**config.mk**
```make
export PLATFORM = sky130hd
export DESIGN_NAME = addsub_rr_arbiter
export DESIGN_NICKNAME = d
export VERILOG_FILES = /design/src/rtl/addsub_rr_arbiter.sv
export SDC_FILE = /design/constraint.sdc
export NUM_CORES = 1
export LEC_CHECK = 0
export CAP_MARGIN = 20
export CORE_MARGIN = 8
export CORE_UTILIZATION = 45
export DETAILED_ROUTE_END_ITERATION = 6
export PLACE_DENSITY = 0.82
export SYNTH_ARGS = -nofsm -noshare
export SYNTH_HDL_FRONTEND = slang
export SYNTH_SLANG_ARGS = --single-unit
```
**constraint.sdc**
```tcl
create_clock -name clk -period 2.63 [get_ports clk]
set_clock_uncertainty 0.1 [all_clocks]
set_input_delay 0.263 -clock clk [delete_from_list [all_inputs] [get_ports clk]]
set_output_delay 0.263 -clock clk [all_outputs]
set_load 0.01 [all_outputs]
```
**src/rtl/addsub_rr_arbiter.sv**
```systemverilog
// Round-robin arbiter sharing one carry-lookahead adder/subtractor between
// N_REQ requesters. One job in flight: grant (IDLE) -> compute (CALC) ->
// hold result until the owner accepts it (DONE).
module addsub_rr_arbiter #(
  parameter int unsigned N_REQ = 2
) (
  input  logic                  clk,
  input  logic                  rst,
  input  logic [N_REQ-1:0]      req_valid,
  output logic [N_REQ-1:0]      req_ready,
  input  logic [N_REQ-1:0][7:0] req_a,
  input  logic [N_REQ-1:0][7:0] req_b,
  input  logic [N_REQ-1:0]      req_sub,
  output logic [N_REQ-1:0]      rsp_valid,
  input  logic [N_REQ-1:0]      rsp_ready,
  output logic [8:0]            rsp_sum,
  output logic                  busy
);

  localparam int unsigned IDX_W = $clog2(N_REQ);

  localparam logic [1:0] IDLE = 2'd0;
  localparam logic [1:0] CALC = 2'd1;
  localparam logic [1:0] DONE = 2'd2;

  logic [1:0]       state_q, state_d;
  logic [IDX_W-1:0] ptr_q, ptr_d;
  logic [IDX_W-1:0] owner_q, owner_d;
  logic [7:0]       op_a_q, op_a_d;
  logic [7:0]       op_b_q, op_b_d;
  logic             op_sub_q, op_sub_d;
  logic [8:0]       sum_q, sum_d;

  logic             found;
  logic [IDX_W-1:0] winner;
  logic [IDX_W-1:0] cand;
  logic [IDX_W-1:0] ptr_inc;

  logic [7:0]       b_eff;
  logic [7:0]       gen;
  logic [7:0]       prop;
  logic [4:0]       c_lo;
  logic [4:0]       c_hi;
  logic [8:0]       add_sum;

  // 4-bit lookahead carries; c[0] is the carry in, c[4] the carry out.
  function automatic logic [4:0] cla4(input logic [3:0] g, input logic [3:0] p,
                                      input logic ci);
    logic [4:0] c;
    c[0] = ci;
    c[1] = g[0] | (p[0] & ci);
    c[2] = g[1] | (p[1] & g[0]) | (p[1] & p[0] & ci);
    c[3] = g[2] | (p[2] & g[1]) | (p[2] & p[1] & g[0]) | (p[2] & p[1] & p[0] & ci);
    c[4] = g[3] | (p[3] & g[2]) | (p[3] & p[2] & g[1]) | (p[3] & p[2] & p[1] & g[0])
         | (&p & ci);
    return c;
  endfunction

  // Winner search: first valid requester starting at ptr, wrapping modulo N_REQ.
  always_comb begin
    found  = 1'b0;
    winner = '0;
    cand   = '0;
    for (int unsigned k = 0; k < N_REQ; k++) begin
      cand = IDX_W'((32'(ptr_q) + k) % N_REQ);
      if (!found && req_valid[cand]) begin
        found  = 1'b1;
        winner = cand;
      end
    end
  end

  // Pointer moves to the slot after the winner so it has lowest priority next time.
  always_comb begin
    ptr_inc = (winner == IDX_W'(N_REQ - 1)) ? '0 : winner + IDX_W'(1);
  end

  // Shared adder/subtractor, fed only from the operand registers.
  always_comb begin
    b_eff   = op_b_q ^ {8{op_sub_q}};
    gen     = op_a_q & b_eff;
    prop    = op_a_q ^ b_eff;
    c_lo    = cla4(gen[3:0], prop[3:0], op_sub_q);
    c_hi    = cla4(gen[7:4], prop[7:4], c_lo[4]);
    // Bit 8 is the sign-extended sum, so the 9-bit result never overflows.
    add_sum = {op_a_q[7] ^ b_eff[7] ^ c_hi[4],
               prop ^ {c_hi[3:0], c_lo[3:0]}};
  end

  // Next-state logic for the job FSM and its datapath registers.
  always_comb begin
    state_d  = state_q;
    ptr_d    = ptr_q;
    owner_d  = owner_q;
    op_a_d   = op_a_q;
    op_b_d   = op_b_q;
    op_sub_d = op_sub_q;
    sum_d    = sum_q;
    case (state_q)
      IDLE: begin
        if (found) begin
          state_d  = CALC;
          owner_d  = winner;
          ptr_d    = ptr_inc;
          op_a_d   = req_a[winner];
          op_b_d   = req_b[winner];
          op_sub_d = req_sub[winner];
        end
      end
      CALC: begin
        sum_d   = add_sum;
        state_d = DONE;
      end
      DONE: begin
        if (rsp_ready[owner_q]) begin
          state_d = IDLE;
        end
      end
      default: state_d = IDLE;
    endcase
  end

  // State registers; synchronous reset wins over any transfer or handshake.
  always_ff @(posedge clk) begin
    if (rst) begin
      state_q  <= IDLE;
      ptr_q    <= '0;
      owner_q  <= '0;
      op_a_q   <= '0;
      op_b_q   <= '0;
      op_sub_q <= 1'b0;
      sum_q    <= '0;
    end else begin
      state_q  <= state_d;
      ptr_q    <= ptr_d;
      owner_q  <= owner_d;
      op_a_q   <= op_a_d;
      op_b_q   <= op_b_d;
      op_sub_q <= op_sub_d;
      sum_q    <= sum_d;
    end
  end

  // Handshake outputs are masked during reset so nothing transfers into a discarded cycle.
  always_comb begin
    req_ready = '0;
    rsp_valid = '0;
    if (!rst && state_q == IDLE && found) begin
      req_ready = N_REQ'(1) << winner;
    end
    if (!rst && state_q == DONE) begin
      rsp_valid = N_REQ'(1) << owner_q;
    end
    rsp_sum = sum_q;
    busy    = (state_q != IDLE);
  end

endmodule
```
**Yosys cells after proc, flatten, opt, wreduce, memory -nomap -nowiden**

Cells that the tools add are included.

- Add/subtract/negate cells: 2
- Bitwise operators: 56
- Shift operators: 2
- Multiplexer cells: 22
- Reductions and logical operators: 12
- Magnitude comparators: 4
- Equal/unequal tests: 4

Operators by type and width:

| operator | number |
|---|---|
| $mux W8 | 4 |
| $and A1 B1 Y1 | 30 |
| $xor A8 B8 Y8 | 3 |
| $or A1 B1 Y1 | 20 |
| $mux W1 | 13 |
| $and A8 B8 Y8 | 1 |
| $lt A1 B2 Y1 const B | 4 |
| $mux W2 | 4 |
| $reduce_and A4 Y1 | 2 |
| $pmux W2 S3 | 1 |
| $logic_and A1 B1 Y1 | 4 |
| $ne A2 B2 Y1 const B | 2 |
| $reduce_and A2 Y1 | 2 |
| $shl A1 B1 Y2 const A | 2 |
| $add A1 B1 Y1 const B | 2 |
| $eq A2 B1 Y1 const B | 1 |
| $eq A2 B2 Y1 const B | 1 |
| $logic_not A1 Y1 | 2 |
| $logic_not A2 Y1 | 1 |
| $reduce_bool A2 Y1 | 1 |
| $xor A1 B1 Y1 | 2 |

- Register bits after elaboration: 30
- Logic and storage cells: 109
- Input port bits: 40

**Longest topological paths before layout**

- Depth in word-level cells: 10
- Mapped depth: 10
- Gate-level depth less buffers: 9

**Worst setup path before layout**

Ideal clock, no wire load.

- Kind: reg-to-reg
- From: register op_sub_q
- To: register sum_q[4] (netlist: rsp_sum[4])
- Setup slack: 0.326 ns
- Path buffers: 1
- Stages on the path, launching flop included: 9
- Data arrival time: 2.119 ns
- Setup time: 0.086 ns
- Path through: dfxtp_1 -> buf_2 -> xor2_1 -> ha_1 -> a21o_1 -> a21oi_1 -> and2_1 -> fa_1 -> a211oi_1

- Word-level cells in the longest chain between the ends: 8
- Elaborated cells on any way between the ends: 15
- Classes of those cells: 14 x bitwise; 1 x reduce/logical

RTL lines:

| element | line | RTL |
|---|---|---|
| start: declaration | 31 | `logic op_sub_q, op_sub_d;` |
| start signal: assignment | 139 | `op_sub_q <= op_sub_d;` |
| $xor A8 B8 Y8 | 80 | `b_eff = op_b_q ^ {8{op_sub_q}};` |
| $xor A8 B8 Y8 or $and A8 B8 Y8 (tied branches) | 82, 81 |  |
| $and A1 B1 Y1 | 54 | `c[4] = g[3] \| (p[3] & g[2]) \| (p[3] & p[2] & g[1]) \| (p[3] & p[2] & p[1] & g[0])` |
| $or A1 B1 Y1 or $and A1 B1 Y1 (tied branches) (2 in series) | 54 |  |
| $or A1 B1 Y1 | 54 |  |
| $or A1 B1 Y1 | 55 | `\| (&p & ci);` |
| $xor A8 B8 Y8 (*) | 87 | `prop ^ {c_hi[3:0], c_lo[3:0]}};` |
| end signal: assignment | 140 | `sum_q <= sum_d;` |
| end: declaration | 32 | `logic [8:0] sum_q, sum_d;` |

Every way passes the cells marked *; elsewhere a longest branch is shown, timed or not.
A chain may end at the register's enable or synchronous reset.

**Worst setup path in the final report**

Same ends and word-level chain as after synthesis.

==> results.yml <==
clocking:
  cts_setup_buffers: 0
  root_buffer: "clkbuf_4"
  cts_resized: 0
  cts_max_path_buffers: 2
  clkTransAtPathRegs_ns: 0.09
  cts_hold_buffers: 0
  insertion_delay_ns: 0.33
  cts_sinks: 30
  cts_tree: "built"
  htreeDepth: 2
  cts_made_buffers: 5
worst_hold_path:
  worst_hold_path.endpoint: "rsp_sum[2]"
  hold_depth: 2
  hold_path.class: "flop to flop"
  worstHoldStart: "rsp_sum[2]"
power:
  seq_power_share_pct: 44.9
  swShare_pct: 30.5
  internal_power_mw: 0.849
  p_switching_mw: 0.372
  ir_worst_vdd_mv: 0.295
  power_density_nw_per_um2: 565
  comb_power_share_pct: 31.8
  p_leak_nw: 1.01
  pwr-share-clk_pct: 23.3
timing:
  fin_crit_sh_pct: 89.3
  tightest_slew_ns: 0.272
  slew_headroom_pct: 81.6
  fmax_mhz: 426
  setup_viol: 0
  rsz0062_at_grt: "no"
  finalHoldViolCount: 0
  fin_crit_ns: 2.35
  setup_slack_ns: 0.282
  tns_ns: 0
  drv_slew: 0
global_routing:
  grt_usage_pct: 14.1
  grt_max_degree: 20
  grt_pass1_vias: 1363
  grt_first_pass_wirelength_mm: 6.09
  grt-ovfl-total: 0
  antenna_found_initial: 0
critical_path:
  path_cells: "xor2_1, ha_1, a21o_1, a21oi_1, and2_1, fa_1, a211oi_1"
  critPathSlowestCell: "dfxtp_2"
  crit_type: "flop to flop"
  critPathMaxFanout: 10
  slowest_delay_ns: 0.47
  start_kind: "flop"
  r2r_cells: 7
  worstPathRequired_ns: 2.78
  r2r-start: "op_sub_q"
  worstSetupEndpointType: "flop"
  r2r-end: "rsp_sum[4]"
  crit_arrival_ns: 2.50
  reg2reg_slack_ns: 0.28
die:
  initial_utilization_pct: 46.8
  ios: 54
  row_count: 21
  coreArea_um2: 3340
  die_area_um2: 5610
  die_width_um: 74.9
  die_h_um: 74.9
logic_synthesis:
  yosys.cell_types.count: 40
  yosysMostFrequentCell: "dfxtp_1"
  ys_ff_latch: 30
  synth_nets: 213
  synthTopCellsByCount: "30 x dfxtp_1, 21 x inv_1, 17 x a222oi_1"
  synth_ff_type: "dfxtp_1"
  yosys_warnings: 0
  yosysSeqAreaShare_pct: 38.5
  yosys.area.top_type: "dfxtp_1"
  syn-instance-count: 164
  synthTopCellsByArea: "dfxtp_1 38%, a222oi_1 11%, ha_1 6.4%"
  yosys.area.top_type_share_pct: 38.5
  syn_avg_cell_area_um2: 9.51
  async_flop_share_pct: 0
  synth_edf_count: 0
  syn_area_um2: 1560
detailed_routing:
  viasPerCell: 5.41
  drc: 0
  routedWlPerCell_um: 14.2
  via_count: 1438
  firstDrtPassIters: 7
  final_antenna_net_count: 0
  finalWirelength_mm: 3.78
  drtIter0Drc: 130
layout:
  nets: 268
  drive_gt1_share_pct: 8.18
  diodes: 0
  syn_to_final_growth_pct: 38.7
run_status:
  status: "finished clean"
place:
  port_buffers: 53
  gp_congestion: 0.798
  post-dp-hpwl_mm: 2.92
  pre_cts_ws_ns: 0.158
job:
  maxCapViolCount: 0
[per-layer routing]
layer	wire, µm	track usage, %	up-vias	share of wire [%]
met2	1620	21.7	74	43
met5	0	0	-	0
met4	69	6.52	0	1.8
li1	-	-	717	-
met1	1700	16.7	641	45
met3	391	5.73	6	10
[state kept, by name (all words and copies together) (netlist names)]
signal	cells
rsp_sum	9
op_sub_q	1
op_a_q	8
state_q	2
owner_q	1
op_b_q	8
ptr_q	1
[cells by family (layout without fill, tap and decap cells)]
kind of cell / Yosys count / in the layout / share of synthesized area, %
AO/OA/AOI/OAI: 43 / 43 / 22.2
AND/OR/NAND/NOR: 37 / 37 / 13.2
buffers and inverters: 31 / 87 / 10.4
flip-flops: 30 / 30 / 38.5
XOR/XNOR: 12 / 12 / 6.74
adder cells (fa/ha/maj): 9 / 9 / 7.70
multiplexers: 2 / 2 / 1.28
[power by group through the flow]
stage / Sequential, mW / Combinational [mW] / Clock (mW)
floorplan: 0.551 / 0.246 / 0
global placement: 0.556 / 0.380 / 0
detailed placement: 0.558 / 0.386 / 0
CTS: 0.548 / 0.390 / 0.292
global route: 0.555 / 0.434 / 0.312
finish: 0.549 / 0.389 / 0.284
[metrics by stage]
step                std cells  hold WS, ns  total power [mW]  utilization [%]  cell area (µm²)
floorplan                 164        0.300             0.797                -             1560
global placement          258        0.339             0.935             63.0             2100
detailed placement        258        0.343             0.944             63.0             2100
CTS                       266        0.354              1.23             64.8             2160
global route              266        0.376              1.30             64.8             2160
finish                    266        0.351              1.22             64.8             2160
[worst max-delay path: cells and delay by family, from the launching register on]
family | cells | cell delay [ns]
flip-flops | 1 | 0.47
AND/OR/NAND/NOR | 1 | 0.21
adder cells (fa/ha/maj) | 2 | 0.72
AO/OA/AOI/OAI | 3 | 0.61
XOR/XNOR | 1 | 0.17
[area by class of cell]
cell class | count | area (µm²)
Tap cell | 46 | 57.6
Multi-Input combinational cell | 103 | 797
Inverter | 21 | 78.8
Clock inverter | 1 | 5.00
Clock buffer | 7 | 55.1
Sequential cell | 30 | 602
Timing Repair Buffer | 58 | 568
Fill cell | 293 | 1170
[worst max path at each step]
stage,startpoint,to,slack (ns)
global placement,op_sub_q,rsp_sum[4],0.26
finish,op_sub_q,rsp_sum[4],0.28
floorplan,op_sub_q,rsp_sum[4],0.33
CTS,op_sub_q,rsp_sum[4],0.13
detailed placement,op_sub_q,rsp_sum[4],0.16
global route,op_sub_q,rsp_sum[8],0.12
[cells in the final DEF, fill, tap and decap left out, drive strengths merged, types with 5 or more instances in the layout]
cell and n:
a222oi 17, clkbuf 7, ha 8, nand2 9
xor2 9, dfxtp 30, clkdlybuf4s50 53, nor2 9
a21oi 7, buf 5, a21o 6, inv 21
Power figures use the tool's default switching activity.
